## src/rtl/uart_tx_param.sv

```systemverilog
// Parametrised UART transmitter: start bit, DATA_BITS data bits (LSB first), optional parity,
// 1 or 2 stop bits. Each bit lasts CLKS_PER_BIT clock cycles.
// Optional input FIFO is enabled by defining UART_TX_FIFO_EN; without it, enable is only
// honoured while idle.
module uart_tx_param #(
    parameter int unsigned DATA_BITS    = 8,
    parameter int unsigned CLKS_PER_BIT = 16,
    parameter int unsigned PARITY       = 0,
    parameter int unsigned STOP_BITS    = 1,
    parameter int unsigned FIFO_DEPTH   = 4
) (
    input  logic                 clk,
    input  logic                 rst,
    input  logic                 enable,
    input  logic [DATA_BITS-1:0] dout,
    output logic                 busy,
    output logic                 full,
    output logic                 done,
    output logic                 tx
);

    localparam int unsigned CW = $clog2(CLKS_PER_BIT);
    localparam int unsigned IW = $clog2(DATA_BITS);
    localparam logic [CW-1:0] CNT_LAST = CW'(CLKS_PER_BIT - 1);
    localparam logic [CW-1:0] CNT_PRE  = CW'(CLKS_PER_BIT - 2);
    localparam logic [IW-1:0] IDX_LAST = IW'(DATA_BITS - 1);
    localparam logic          STOP_LAST = 1'(STOP_BITS - 1);

    // Reject illegal configurations at elaboration time.
    if (DATA_BITS < 5 || DATA_BITS > 9) begin : g_bad_data_bits
        $error("DATA_BITS must be 5..9");
    end
    if (CLKS_PER_BIT < 2) begin : g_bad_clks
        $error("CLKS_PER_BIT must be >= 2");
    end
    if (PARITY > 2) begin : g_bad_parity
        $error("PARITY must be 0, 1 or 2");
    end
    if (STOP_BITS < 1 || STOP_BITS > 2) begin : g_bad_stop
        $error("STOP_BITS must be 1 or 2");
    end
    if (FIFO_DEPTH < 2 || (FIFO_DEPTH & (FIFO_DEPTH - 1)) != 0) begin : g_bad_depth
        $error("FIFO_DEPTH must be a power of 2, >= 2");
    end

    typedef enum logic [2:0] {StIdle, StStart, StData, StParity, StStop} state_e;

    state_e               state_q, state_d;
    logic [CW-1:0]        cnt_q, cnt_d;
    logic [IW-1:0]        idx_q, idx_d;
    logic                 stop_q, stop_d;
    logic [DATA_BITS-1:0] data_q, data_d;
    logic                 done_q, done_d;
    logic                 tx_q, tx_d;

    logic                 bit_end;
    logic                 frame_end;
    logic                 fifo_avail;
    logic [DATA_BITS-1:0] fifo_head;
    logic                 par_bit;

    assign bit_end   = (cnt_q == CNT_LAST);
    assign frame_end = (state_q == StStop) && bit_end && (stop_q == STOP_LAST);

`ifdef UART_TX_FIFO_EN
    localparam int unsigned PW = $clog2(FIFO_DEPTH);

    logic [DATA_BITS-1:0] mem [FIFO_DEPTH];
    logic [PW-1:0]        wr_ptr_q, rd_ptr_q;
    logic [PW:0]          count_q;
    logic                 push, pop;

    assign fifo_avail = (count_q != '0);
    assign fifo_head  = mem[rd_ptr_q];
    assign full       = (count_q == (PW + 1)'(FIFO_DEPTH));
    // Idle with an empty FIFO bypasses straight into the frame register.
    assign push       = enable && !full && !((state_q == StIdle) && !fifo_avail);
    assign pop        = fifo_avail && ((state_q == StIdle) || frame_end);
    assign busy       = (state_q != StIdle) || fifo_avail;

    // FIFO pointers and occupancy; pointers wrap naturally at the power-of-2 depth.
    always_ff @(posedge clk or posedge rst) begin
        if (rst) begin
            wr_ptr_q <= '0;
            rd_ptr_q <= '0;
            count_q  <= '0;
        end else begin
            if (push) wr_ptr_q <= wr_ptr_q + PW'(1);
            if (pop)  rd_ptr_q <= rd_ptr_q + PW'(1);
            case ({push, pop})
                2'b10:   count_q <= count_q + (PW + 1)'(1);
                2'b01:   count_q <= count_q - (PW + 1)'(1);
                default: count_q <= count_q;
            endcase
        end
    end

    // FIFO storage, no reset needed.
    always_ff @(posedge clk) begin
        if (push) mem[wr_ptr_q] <= dout;
    end
`else
    assign fifo_avail = 1'b0;
    assign fifo_head  = '0;
    assign busy       = (state_q != StIdle);
    assign full       = busy;
`endif

    assign par_bit = (PARITY == 1) ? ~^data_d : ^data_d;

    // Next-state, frame data and registered line value.
    always_comb begin
        state_d = state_q;
        cnt_d   = cnt_q + CW'(1);
        idx_d   = idx_q;
        stop_d  = stop_q;
        data_d  = data_q;
        // Registered so it lines up with the final stop-bit cycle.
        done_d  = (state_q == StStop) && (stop_q == STOP_LAST) && (cnt_q == CNT_PRE);
        unique case (state_q)
            StIdle: begin
                cnt_d = '0;
                if (fifo_avail) begin
                    data_d  = fifo_head;
                    state_d = StStart;
                end else if (enable) begin
                    data_d  = dout;
                    state_d = StStart;
                end
            end
            StStart: begin
                if (bit_end) begin
                    cnt_d   = '0;
                    idx_d   = '0;
                    state_d = StData;
                end
            end
            StData: begin
                if (bit_end) begin
                    cnt_d = '0;
                    if (idx_q == IDX_LAST) begin
                        idx_d   = '0;
                        stop_d  = 1'b0;
                        state_d = (PARITY != 0) ? StParity : StStop;
                    end else begin
                        idx_d = idx_q + IW'(1);
                    end
                end
            end
            StParity: begin
                if (bit_end) begin
                    cnt_d   = '0;
                    stop_d  = 1'b0;
                    state_d = StStop;
                end
            end
            StStop: begin
                if (bit_end) begin
                    cnt_d = '0;
                    if (stop_q == STOP_LAST) begin
                        if (fifo_avail) begin
                            data_d  = fifo_head;
                            state_d = StStart;
                        end else begin
                            state_d = StIdle;
                        end
                    end else begin
                        stop_d = 1'b1;
                    end
                end
            end
            default: state_d = StIdle;
        endcase

        unique case (state_d)
            StStart:  tx_d = 1'b0;
            StData:   tx_d = data_d[idx_d];
            StParity: tx_d = par_bit;
            default:  tx_d = 1'b1;
        endcase
    end

    // State registers; reset aborts any frame and forces the line idle immediately.
    always_ff @(posedge clk or posedge rst) begin
        if (rst) begin
            state_q <= StIdle;
            cnt_q   <= '0;
            idx_q   <= '0;
            stop_q  <= 1'b0;
            data_q  <= '0;
            done_q  <= 1'b0;
            tx_q    <= 1'b1;
        end else begin
            state_q <= state_d;
            cnt_q   <= cnt_d;
            idx_q   <= idx_d;
            stop_q  <= stop_d;
            data_q  <= data_d;
            done_q  <= done_d;
            tx_q    <= tx_d;
        end
    end

    assign done = done_q;
    assign tx   = tx_q;

endmodule
```

## config.mk

```make
export PLATFORM = sky130hd
export DESIGN_NAME = uart_tx_param
export DESIGN_NICKNAME = d
export VERILOG_FILES = /design/src/rtl/uart_tx_param.sv
export SDC_FILE = /design/constraint.sdc
export NUM_CORES = 1
export LEC_CHECK = 0
export BUFFER_PORTS_ARGS = -buffer_cell sky130_fd_sc_hd__buf_2
export CAP_MARGIN = 10
export CELL_PAD_IN_SITES_DETAIL_PLACEMENT = 0
export CELL_PAD_IN_SITES_GLOBAL_PLACEMENT = 1
export CORE_MARGIN = 2
export CORE_UTILIZATION = 44
export CTS_BUF_LIST = sky130_fd_sc_hd__clkbuf_16
export CTS_CLUSTER_SIZE = 25
export DETAILED_ROUTE_END_ITERATION = 8
export GPL_ROUTABILITY_DRIVEN = 1
export MAX_ROUTING_LAYER = met4
export PLACE_DENSITY_LB_ADDON = 0.1
export SLEW_MARGIN = 20
export SYNTH_ARGS = -nofsm -noshare
export SYNTH_HDL_FRONTEND = slang
export SYNTH_SLANG_ARGS = --single-unit
export TNS_END_PERCENT = 5
```

## constraint.sdc

```tcl
create_clock -name clk -period 2.8 [get_ports clk]
set_input_delay 0.84 -clock clk [delete_from_list [all_inputs] [get_ports clk]]
set_output_delay 0.84 -clock clk [all_outputs]
set_load 0.03 [all_outputs]
```

==> results.md <==
- Vias: approximately 780
- Fin crit period: 2.29 ns
- Syn avg cell area: roughly 11 µm²
- First-pass GRT wire length: 3650 µm
- Flop pwr share: 0.370
- #FFs+latches synth: 20
- Initial antenna violation count: 0
- I/O Buffers: 14
- Synth Cell Area: 1160 µm²
- Antenna cell count: 0
- Final Skew: around 0.0022 ns
- Die ar.: slightly above 3000 µm²
- Area Overhead vs Synth: 13.2%
- Post-Synth XOR/XNOR Area: 0.0756
- Critical Path Start Type: flop
- WL/cell: 14.2 µm
- Clock H-tree levels: 1
- Syn_nets: 118
- Synth cell count leaders: 19 x dfrtp_1, 8 x mux2_2, 8 x nor2_1, 8 x xnor2_1, 7 x nand2_1
- Pre-antenna DRT Iters: 4
- Fin. Hold Viols: 0
- # setup viols final: 0
- Clk root buf: clkbuf_16
- Clock power frac: 0.209
- Final nets: 133
- Synth area leader: dfrtp_1
- Peak supply drop: 555 µV
- Actual slew at the worst max-slew pin: 0.778 ns
- Critical setup path kind: reg2out
- Ys async rst share: 1.00
- Row cnt: 18
- Fmax achieved: 0.436 GHz
- Reg2Reg Setup Slack: about 0.64 ns
- Clock buffer depth: 2
- Worst-Skew Late Latency: between 0.2 and 0.3 ns
- Status: finished, final reports clean
- Seq/Total Area, Yosys: 0.433
- Hold WS: 0.490 ns
- Cells after synthesis: roughly 100
- Switching power total: approximately 0.52 mW
- DRT iter0 DRCs: 8
- Die X: 55.3 µm
- Synth Area in Compound Gates: 0.0907
- Global route total overflow: 0
- Final Power: 1.44 mW
- Critical Path End Type: primary output
- Largest family of logic cells by synthesized area: simple AND/OR/NAND/NOR gates
- WP data required: a little under 2 ns
- Die span in y: 55.3 µm
- Fillcell total: between 200 and 250
- Multi-input logic area: 616 µm²
- Ys flop type: dfrtp_1
- Hold Path Class: reg2reg
- Critical Path AT: 1.45 ns
- Post-synthesis mux area share: 0.104
- Layout cells sized above 1: 0.299
- Hold-fix buffers at CTS: 0
- GRT Total Usage: 0.161
- Synth Area in Adders: 0.0432
- Ports: 15
- Post CTS Setup Buffer Count: 0
- Maxcap violations: 0
- Unrepaired setup endpoints after global routing: no
- Clock transition at path regs: 0.06 ns
- Combinational power share: 0.421
- Cell Pwr Density: ~1100 nW/µm²
- Clock sinks: 20
- CTS tree: yes
- Final HPWL DP: roughly 1500 µm
- Largest net degree at the start of global routing: 21
- Final period util: 0.820
- Final ANT Viol Nets: 0
- Initial Utilization: 0.468
- Fin. max-slew vios: 0
- CP max FO: 13
- Number of global-route vias before repair: between 700 and 800
- Post-synth EDFFs: 0
- Reg area: between 500 and 600 µm²
- Top-count cell post-synth: dfrtp_1
- Final Instance Area: 1310 µm²
- TritonCTS Buffers: 3
- Post-synthesis simple-gate area fraction: 0.218
- Synth Warn #: 0
- WL final: 2090 µm
- Core area: 2480 µm²
- Rel. slew slack: 0.481
- Setup TNS: 0 ns
- CTS resizes: 0
- Post-synth cell types: 38
- Synth top area share: 0.410
- Vias per cell: 5.29
- Top post-synthesis cells by area: dfrtp_1 41%, mux2_2 7.8%, xnor2_1 6.0%
- Post-DP Area: around 1200 µm²
- DRC: 0
- Placer Congestion: 0.754
- Power Internal: 0.913 mW
- Leakage power: between 0.5 and 0.6 nW
- Sw Ratio: 0.364
-- metal layers --
layer  global-route usage  wire length (µm)  vias to the layer above  share of wire
met3               0.0304                63                        5          0.030
met4               0.0941                52                        0          0.025
met2                0.214               894                       11           0.43
li1                     -                 -                      394              -
met5                    -                 0                        -              0
met1                0.227              1080                      367           0.52
-- worst max-delay path: stages, from the launching register on --
cell     delay, ns
dfrtp_1       0.56
or3_1         0.44
buf_2         0.19
-- registers in the layout, summed over array words and instances, names as in the netlist --
register  cells
cnt_q         4
data_q        8
done          1
idx_q         3
state_q       3
tx            1
-- cells by family (layout without fill, tap and decap cells) --
family                     count (synthesis)  count (layout)
and+or+nand+nor                           37              37
DFF                                       20              20
AOI/OAI and AO/OA                         15              15
muxes                                     11              11
xor gates and xnor gates                  10              10
buffers and inverters                      6              20
adders and majority gates                  4               4
-- final cells by class --
type,count,area share
clock inverters,1,0.00286
inverters,2,0.00573
repair buffers,14,0.0534
flip-flops and latches,20,0.383
clock buffers,3,0.0573
multi-input cells,77,0.469
well taps,30,0.0286
-- power groups by stage --
stage | Sequential [mW] | Combinational (mW) | Clock [mW]
2_1_floorplan | 0.501 | 0.555 | 0
3_3_place_gp | 0.529 | 0.605 | 0
3_5_place_dp | 0.536 | 0.612 | 0
4_1_cts | 0.531 | 0.616 | 0.305
5_1_grt | 0.552 | 0.678 | 0.318
6_report | 0.531 | 0.604 | 0.300
-- path summary, 6_finish.rpt --
| check | end | depth (start not counted) | startpoint |
|---|---|---|---|
| max | full | 2 | state_q[1] |
| min | cnt_q[0] | 1 | cnt_q[0] |
| max reg2reg | tx | 8 | idx_q[0] |
| min reg2reg | cnt_q[0] | 1 | cnt_q[0] |
| max in group asynchronous | data_q[7] | 2 | rst |
| min in group asynchronous | cnt_q[0] | 2 | rst |
-- cell usage in the layout (no fill, tap or decap), types with 3 or more instances in the layout --
master | netlist | routed
a31oi_1 | 3 | 3
buf_2 | 0 | 14
mux2_2 | 8 | 8
nor2_1 | 8 | 8
nor2b_1 | 3 | 3
xnor2_1 | 8 | 8
nand3_1 | 3 | 3
mux2i_1 | 3 | 3
inv_1 | 2 | 3
clkbuf_16 | 0 | 3
dfrtp_1 | 19 | 19
nand2_1 | 7 | 7
a21oi_1 | 4 | 4
ha_1 | 4 | 4
-- per-stage QoR --
stage,worst slack (ns),utilization,std cells
after floorplan,0.609,-,103
after global placement,0.431,0.497,143
after detailed placement,0.379,0.497,143
after CTS,0.496,0.529,147
after global routing,0.420,0.529,147
final,0.505,0.529,147
Note: power is estimated with default switching activity, not from simulation.
